### config.mk
export PLATFORM = sky130hd
export DESIGN_NAME = gamepad_wb
export DESIGN_NICKNAME = d
export VERILOG_FILES = /design/src/rtl/gamepad_wb.sv
export SDC_FILE = /design/constraint.sdc
export NUM_CORES = 1
export LEC_CHECK = 0
export BUFFER_PORTS_ARGS = -buffer_cell sky130_fd_sc_hd__buf_2
export CAP_MARGIN = 20
export CORE_MARGIN = 3
export CORE_UTILIZATION = 40
export CTS_CLUSTER_SIZE = 24
export DETAILED_ROUTE_END_ITERATION = 12
export MAX_ROUTING_LAYER = met4
export PLACE_DENSITY = 0.57
export SETUP_SLACK_MARGIN = 0.5
export SYNTH_ARGS = -nofsm -noshare
export SYNTH_HDL_FRONTEND = slang
export SYNTH_SLANG_ARGS = --single-unit
export TNS_END_PERCENT = 30
### constraint.sdc
create_clock -name clk -period 3.07 [get_ports clk]
set_input_delay 0 -clock clk [delete_from_list [all_inputs] [get_ports clk]]
set_output_delay 0 -clock clk [all_outputs]
set_load 0.005 [all_outputs]
### src/rtl/gamepad_wb.sv
// gamepad_wb: Wishbone-lite poller for serial (latch/clock/data) game controllers.
// Define GAMEPAD_MULTITAP_EN to scan a second bank (pads 2/3) selected through gp_sel.
module gamepad_wb #(
    parameter int unsigned DIV     = 8,
    parameter int unsigned POLL_TW = 18
) (
    input  logic        clk,
    input  logic        rst,
    output logic        gp_latch,
    output logic        gp_clk,
    output logic        gp_sel,
    input  logic [1:0]  gp_data,
    input  logic [1:0]  wb_addr,
    input  logic [31:0] wb_wdata,
    output logic [31:0] wb_rdata,
    input  logic        wb_we,
    input  logic        wb_cyc,
    output logic        wb_ack
);

    typedef enum logic [2:0] {IDLE, LATCH, GAP, LOW, HIGH, DONE} state_t;

    localparam logic [8:0] LD_LATCH = 9'(2 * DIV - 1);
    localparam logic [8:0] LD_PHASE = 9'(DIV - 1);

    state_t              r_state;
    logic [8:0]          r_cnt;
    logic [3:0]          r_bit;
    logic                r_latch;
    logic                r_gpclk;
    logic [15:0]         r_sh0;
    logic [15:0]         r_sh1;
    logic [15:0]         r_pad0;
    logic [15:0]         r_pad1;
    logic [15:0]         r_scan_cnt;
    logic                r_autopoll;
    logic [POLL_TW-1:0]  r_poll;
    logic                r_ack;
    logic [31:0]         r_rdata;
`ifdef GAMEPAD_MULTITAP_EN
    logic                r_sel;
    logic                r_pass;
    logic [15:0]         r_sh2;
    logic [15:0]         r_sh3;
    logic [15:0]         r_pad2;
    logic [15:0]         r_pad3;
`endif

    logic                w_req;
    logic                w_trig;
    logic                w_tick;
    logic                w_busy;
    logic                w_sample;
    logic [31:0]         w_rd;
    logic                w_unused;

    assign w_req    = wb_cyc & ~r_ack;
    assign w_trig   = w_req & wb_we & (wb_addr == 2'd0) & wb_wdata[2];
    assign w_tick   = r_autopoll & (&r_poll);
    assign w_busy   = (r_state != IDLE);
    assign w_sample = ((r_state == GAP) || (r_state == HIGH)) && (r_cnt == 9'd0);
    assign w_unused = &{1'b0, wb_wdata[31:3], wb_wdata[1]};

    assign gp_latch = r_latch;
    assign gp_clk   = r_gpclk;
    assign wb_ack   = r_ack;
    assign wb_rdata = r_rdata;
`ifdef GAMEPAD_MULTITAP_EN
    assign gp_sel   = r_sel;
`else
    assign gp_sel   = 1'b0;
`endif

    always_comb begin
        w_rd = '0;
        case (wb_addr)
            2'd0:    w_rd = {29'd0, 1'b0, w_busy, r_autopoll};
            2'd1:    w_rd = {r_pad1, r_pad0};
`ifdef GAMEPAD_MULTITAP_EN
            2'd2:    w_rd = {r_pad3, r_pad2};
`else
            2'd2:    w_rd = '0;
`endif
            default: w_rd = {16'd0, r_scan_cnt};
        endcase
    end

    // Bus: one-cycle ack per request; read data is zero outside the ack cycle.
    always_ff @(posedge clk) begin
        if (rst) begin
            r_ack      <= 1'b0;
            r_rdata    <= '0;
            r_autopoll <= 1'b0;
        end else begin
            r_ack   <= w_req;
            r_rdata <= w_req ? w_rd : '0;
            if (w_req && wb_we && (wb_addr == 2'd0))
                r_autopoll <= wb_wdata[0];
        end
    end

    always_ff @(posedge clk) begin
        if (rst)
            r_poll <= '0;
        else
            r_poll <= r_poll + {{(POLL_TW-1){1'b0}}, 1'b1};
    end

    // Pad lines are active-low; shifting in from the top leaves button k at bit k.
    always_ff @(posedge clk) begin
        if (rst) begin
            r_sh0 <= '0;
            r_sh1 <= '0;
`ifdef GAMEPAD_MULTITAP_EN
            r_sh2 <= '0;
            r_sh3 <= '0;
`endif
        end else if (w_sample) begin
`ifdef GAMEPAD_MULTITAP_EN
            if (r_pass) begin
                r_sh2 <= {~gp_data[0], r_sh2[15:1]};
                r_sh3 <= {~gp_data[1], r_sh3[15:1]};
            end else begin
                r_sh0 <= {~gp_data[0], r_sh0[15:1]};
                r_sh1 <= {~gp_data[1], r_sh1[15:1]};
            end
`else
            r_sh0 <= {~gp_data[0], r_sh0[15:1]};
            r_sh1 <= {~gp_data[1], r_sh1[15:1]};
`endif
        end
    end

    always_ff @(posedge clk) begin
        if (rst) begin
            r_state    <= IDLE;
            r_cnt      <= '0;
            r_bit      <= '0;
            r_latch    <= 1'b0;
            r_gpclk    <= 1'b1;
            r_pad0     <= '0;
            r_pad1     <= '0;
            r_scan_cnt <= '0;
`ifdef GAMEPAD_MULTITAP_EN
            r_sel      <= 1'b0;
            r_pass     <= 1'b0;
            r_pad2     <= '0;
            r_pad3     <= '0;
`endif
        end else begin
            if (r_cnt != 9'd0)
                r_cnt <= r_cnt - 9'd1;
            case (r_state)
                IDLE: begin
                    if (w_trig || w_tick) begin
                        r_state <= LATCH;
                        r_latch <= 1'b1;
                        r_cnt   <= LD_LATCH;
                        r_bit   <= '0;
`ifdef GAMEPAD_MULTITAP_EN
                        r_sel   <= 1'b0;
                        r_pass  <= 1'b0;
`endif
                    end
                end
                LATCH: begin
                    if (r_cnt == 9'd0) begin
                        r_state <= GAP;
                        r_latch <= 1'b0;
                        r_cnt   <= LD_PHASE;
                    end
                end
                GAP: begin
                    if (r_cnt == 9'd0) begin
                        r_state <= LOW;
                        r_gpclk <= 1'b0;
                        r_cnt   <= LD_PHASE;
                        r_bit   <= 4'd1;
                    end
                end
                LOW: begin
                    if (r_cnt == 9'd0) begin
                        r_state <= HIGH;
                        r_gpclk <= 1'b1;
                        r_cnt   <= LD_PHASE;
                    end
                end
                HIGH: begin
                    if (r_cnt == 9'd0) begin
                        if (r_bit == 4'd15) begin
`ifdef GAMEPAD_MULTITAP_EN
                            // Second bank starts straight away; sel flips on the edge latch rises.
                            if (!r_pass) begin
                                r_state <= LATCH;
                                r_latch <= 1'b1;
                                r_cnt   <= LD_LATCH;
                                r_bit   <= '0;
                                r_sel   <= 1'b1;
                                r_pass  <= 1'b1;
                            end else begin
                                r_state <= DONE;
                            end
`else
                            r_state <= DONE;
`endif
                        end else begin
                            r_state <= LOW;
                            r_gpclk <= 1'b0;
                            r_cnt   <= LD_PHASE;
                            r_bit   <= r_bit + 4'd1;
                        end
                    end
                end
                DONE: begin
                    r_state    <= IDLE;
                    r_pad0     <= r_sh0;
                    r_pad1     <= r_sh1;
                    r_scan_cnt <= r_scan_cnt + 16'd1;
`ifdef GAMEPAD_MULTITAP_EN
                    r_pad2     <= r_sh2;
                    r_pad3     <= r_sh3;
                    r_sel      <= 1'b0;
                    r_pass     <= 1'b0;
`endif
                end
                default: r_state <= IDLE;
            endcase
        end
    end

endmodule

==> flow_summary.json <==
{
  "post-place-ws_ns": 0.842,
  "wl_per_cell_um": 13.2,
  "wl_um": 11900,
  "crit_end": "r_sh1[15]",
  "synth_cell_type_count": 56,
  "die_area_mm2": 0.0160,
  "via_per_inst": 4.99,
  "root_buffer": "clkbuf_16",
  "cp.arrival_ns": 2.55,
  "grt_pass1_wl_um": 20100,
  "area_delta_synth_final_pct": 18.0,
  "first_pass_iters": 4,
  "slew_headroom": 0.399,
  "start_util": 0.413,
  "crit_type": "reg2reg",
  "insertion_delay_ns": 0.42,
  "drt-initial-drc-count": 229,
  "synth_area_leaders": "dfxtp_1 (52%), nand2_1 (9.5%), a21oi_1 (6.6%)",
  "num-fill-cells": 1376,
  "htree_levels": 4,
  "post_cts_buffers": 0,
  "ctsResizeCount": 0,
  "final_core_util": 0.487,
  "period_share": 0.724,
  "rsz0062_at_grt": "false",
  "gp_congestion": 0.822,
  "crit_chain": "inv_1, ha_1, nor4b_2, and2_1, inv_2, a211oi_4, buf_4, nor2_1, a211oi_1",
  "critPathMaxStageDelay_ns": 0.38,
  "synthAdderAreaFrac": 0.0130,
  "synthSimpleGateAreaFrac": 0.232,
  "yosys.area.top_type": "dfxtp_1",
  "netlist.area_leader.share": 0.518,
  "p_per_area_mw_per_mm2": 725,
  "async_flop_share": 0,
  "r2r_end": "r_sh1[15]",
  "layout_commonest_cell": "dfxtp_1",
  "synth_seq_cells": 150,
  "critical_path.startpoint_type": "flop",
  "ant_nets": 0,
  "fin_setup_tns_ns": 0,
  "ir_drop_mv": 0.401,
  "finalSetupViolCount": 0,
  "cts.clk_slew.worst_paths_ns": 0.06,
  "synthMuxAreaShare": 0.0350,
  "synth-edff-count": 0,
  "final_cells": 903,
  "drive_gt1_frac": 0.130,
  "syn_nets": 718,
  "core_mm2": 0.0140,
  "hold_ws_ns": 0.152,
  "tightest_slew_ns": 0.902,
  "port_buffers": 44,
  "cap_violations": 0,
  "synth_xor_area_frac": 0.0468,
  "design.portCount": 76,
  "die-height_um": 126,
  "drc_errors": 0,
  "hpwlAfterDp_um": 7500,
  "status": "finished, final reports clean",
  "mappedNetlistArea_mm2": 0.00580,
  "grt_usage": 0.159,
  "floorplan.die.width_um": 126,
  "placementRows": 43,
  "max_freq_mhz": 450,
  "hold_viol": 0,
  "critical_path_required_ns": 3.40,
  "setup_slack_ns": 0.847,
  "most-common-layout-cells": "dfxtp_1 (150), nand2_1 (146), a21oi_1 (77), nor2_1 (66), buf_2 (43)",
  "final_nets": 756,
  "dp.cells": 863,
  "synth_top_family_by_area": "simple AND/OR/NAND/NOR gates",
  "cp_max_fo": 34,
  "antenna_cells": 0,
  "antenna_found_initial": 0,
  "startpoint": "r_cnt[0]",
  "final-max-slew-violation-count": 0,
  "ys_seq_area_frac": 0.518,
  "p_leak_uw": 0.00261,
  "worst_path_max_delay_cell": "nor4b_2",
  "hold_class": "in2reg",
  "dr_total_vias": 4502,
  "rr_startpoint": "r_cnt[0]",
  "ys.flop_type": "dfxtp_1",
  "grt_remaining_overflow": 0,
  "cts_tree": "built",
  "cts_buffers": 17,
  "skew_ns": 0.00425,
  "cts_buffer_depth": 2,
  "synth-compound-area-share": 0.116,
  "syn_inst": 672,
  "cts.sinks": 150,
  "endpoint_kind": "flop",
  "synth_area_per_cell_um2": 8.63,
  "r2r.worst_path.cells": 9,
  "grt_max_degree": 86,
  "min_period_ns": 2.22,
  "synth_warnings": 0,
  "ff2ff_setup_slack_ns": 0.85,
  "grt_pass1_vias": 4276
}
[registers in the layout, summed over array words and instances, names as in the netlist]
signal	flops
wb_ack	1
r_autopoll	1
r_bit	4
r_cnt	9
r_scan_cnt	16
wb_rdata	32
gp_clk	1
r_pad0	16
r_pad1	16
r_sh1	16
r_sh0	16
gp_latch	1
r_poll	18
r_state	3
[synth_stat cells (3+ instances only)]
master,number
a211oi_1,4
a21oi_1,77
a22oi_1,4
a31oi_1,3
and2_1,19
and3_1,9
and4_1,4
buf_1,3
buf_6,3
clkbuf_1,31
dfxtp_1,150
ha_1,6
inv_1,8
mux2i_1,18
nand2_1,146
nand3_1,16
nand4_1,10
nor2_1,66
nor2b_1,4
nor3_1,7
nor4_1,4
o21ai_0,11
or3_1,3
xnor2_1,9
xor2_1,22
[worst max-delay path, delay by kind of cell, from the launching register on]
family | cells | cell delay (ns)
and+or+nand+nor | 3 | 0.68
buffers and inverters | 3 | 0.57
AOI/OAI and AO/OA | 2 | 0.37
DFF | 1 | 0.35
adders and majority gates | 1 | 0.14
[timing repair]
item                       CTS  global route
setup endpoints to repair    0             0
hold endpoints to repair    33             0
hold buffers                 8             0
[area by class of cell]
type	instances	area (µm²)	area share
Clock inverter	11	171	0.0251
Tap cell	180	225	0.0329
Inverter	9	33.8	0.00494
Timing Repair Buffer	60	363	0.0530
Multi-Input combinational cell	472	2570	0.376
Clock buffer	21	470	0.0688
Sequential cell	150	3000	0.439
[cell families after synthesis]
logic type	Yosys count
AND/OR/NAND/NOR	299
flip-flops	150
AO/OA/AOI/OAI	115
buffers and inverters	50
XOR/XNOR	31
multiplexers	20
adder cells (fa/ha/maj)	6
other	1
[per-layer routing]
| layer | track usage | wire length (µm) |
|---|---|---|
| met3 | 0.0408 | 428 |
| met1 | 0.189 | 5520 |
| met5 | - | 0 |
| met4 | 0.0681 | 222 |
| met2 | 0.256 | 5710 |
[through the flow]
step                power [µW]  area, µm²
floorplan                 2640       5800
global placement          2760       6120
detailed placement        2770       6120
CTS                       5020       6840
global route              5200       6840
finish                    4960       6840
[report_power, final]
part	switching [µW]	total (µW)	internal (µW)	leakage (µW)
logic	374	645	272	0.00109
clock network	792	2220	1430	0.000310
registers	78.1	2090	2010	0.00121
total	1240	4960	3710	0.00261
[worst min path at each step]
stage              endpoint  slack [ns]  startpoint  depth (start not counted)
2_1_floorplan     r_sh0[15]         0.1  gp_data[0]                          1
3_3_place_gp      r_sh1[15]        0.19  gp_data[1]                          2
3_5_place_dp      r_sh1[15]        0.20  gp_data[1]                          2
4_1_cts         wb_rdata[4]        0.13  wb_addr[1]                          3
5_1_grt        wb_rdata[13]        0.16  wb_addr[1]                          3
6_report        wb_rdata[4]        0.15  wb_addr[1]                          3
(Power assumes the default switching activity.)
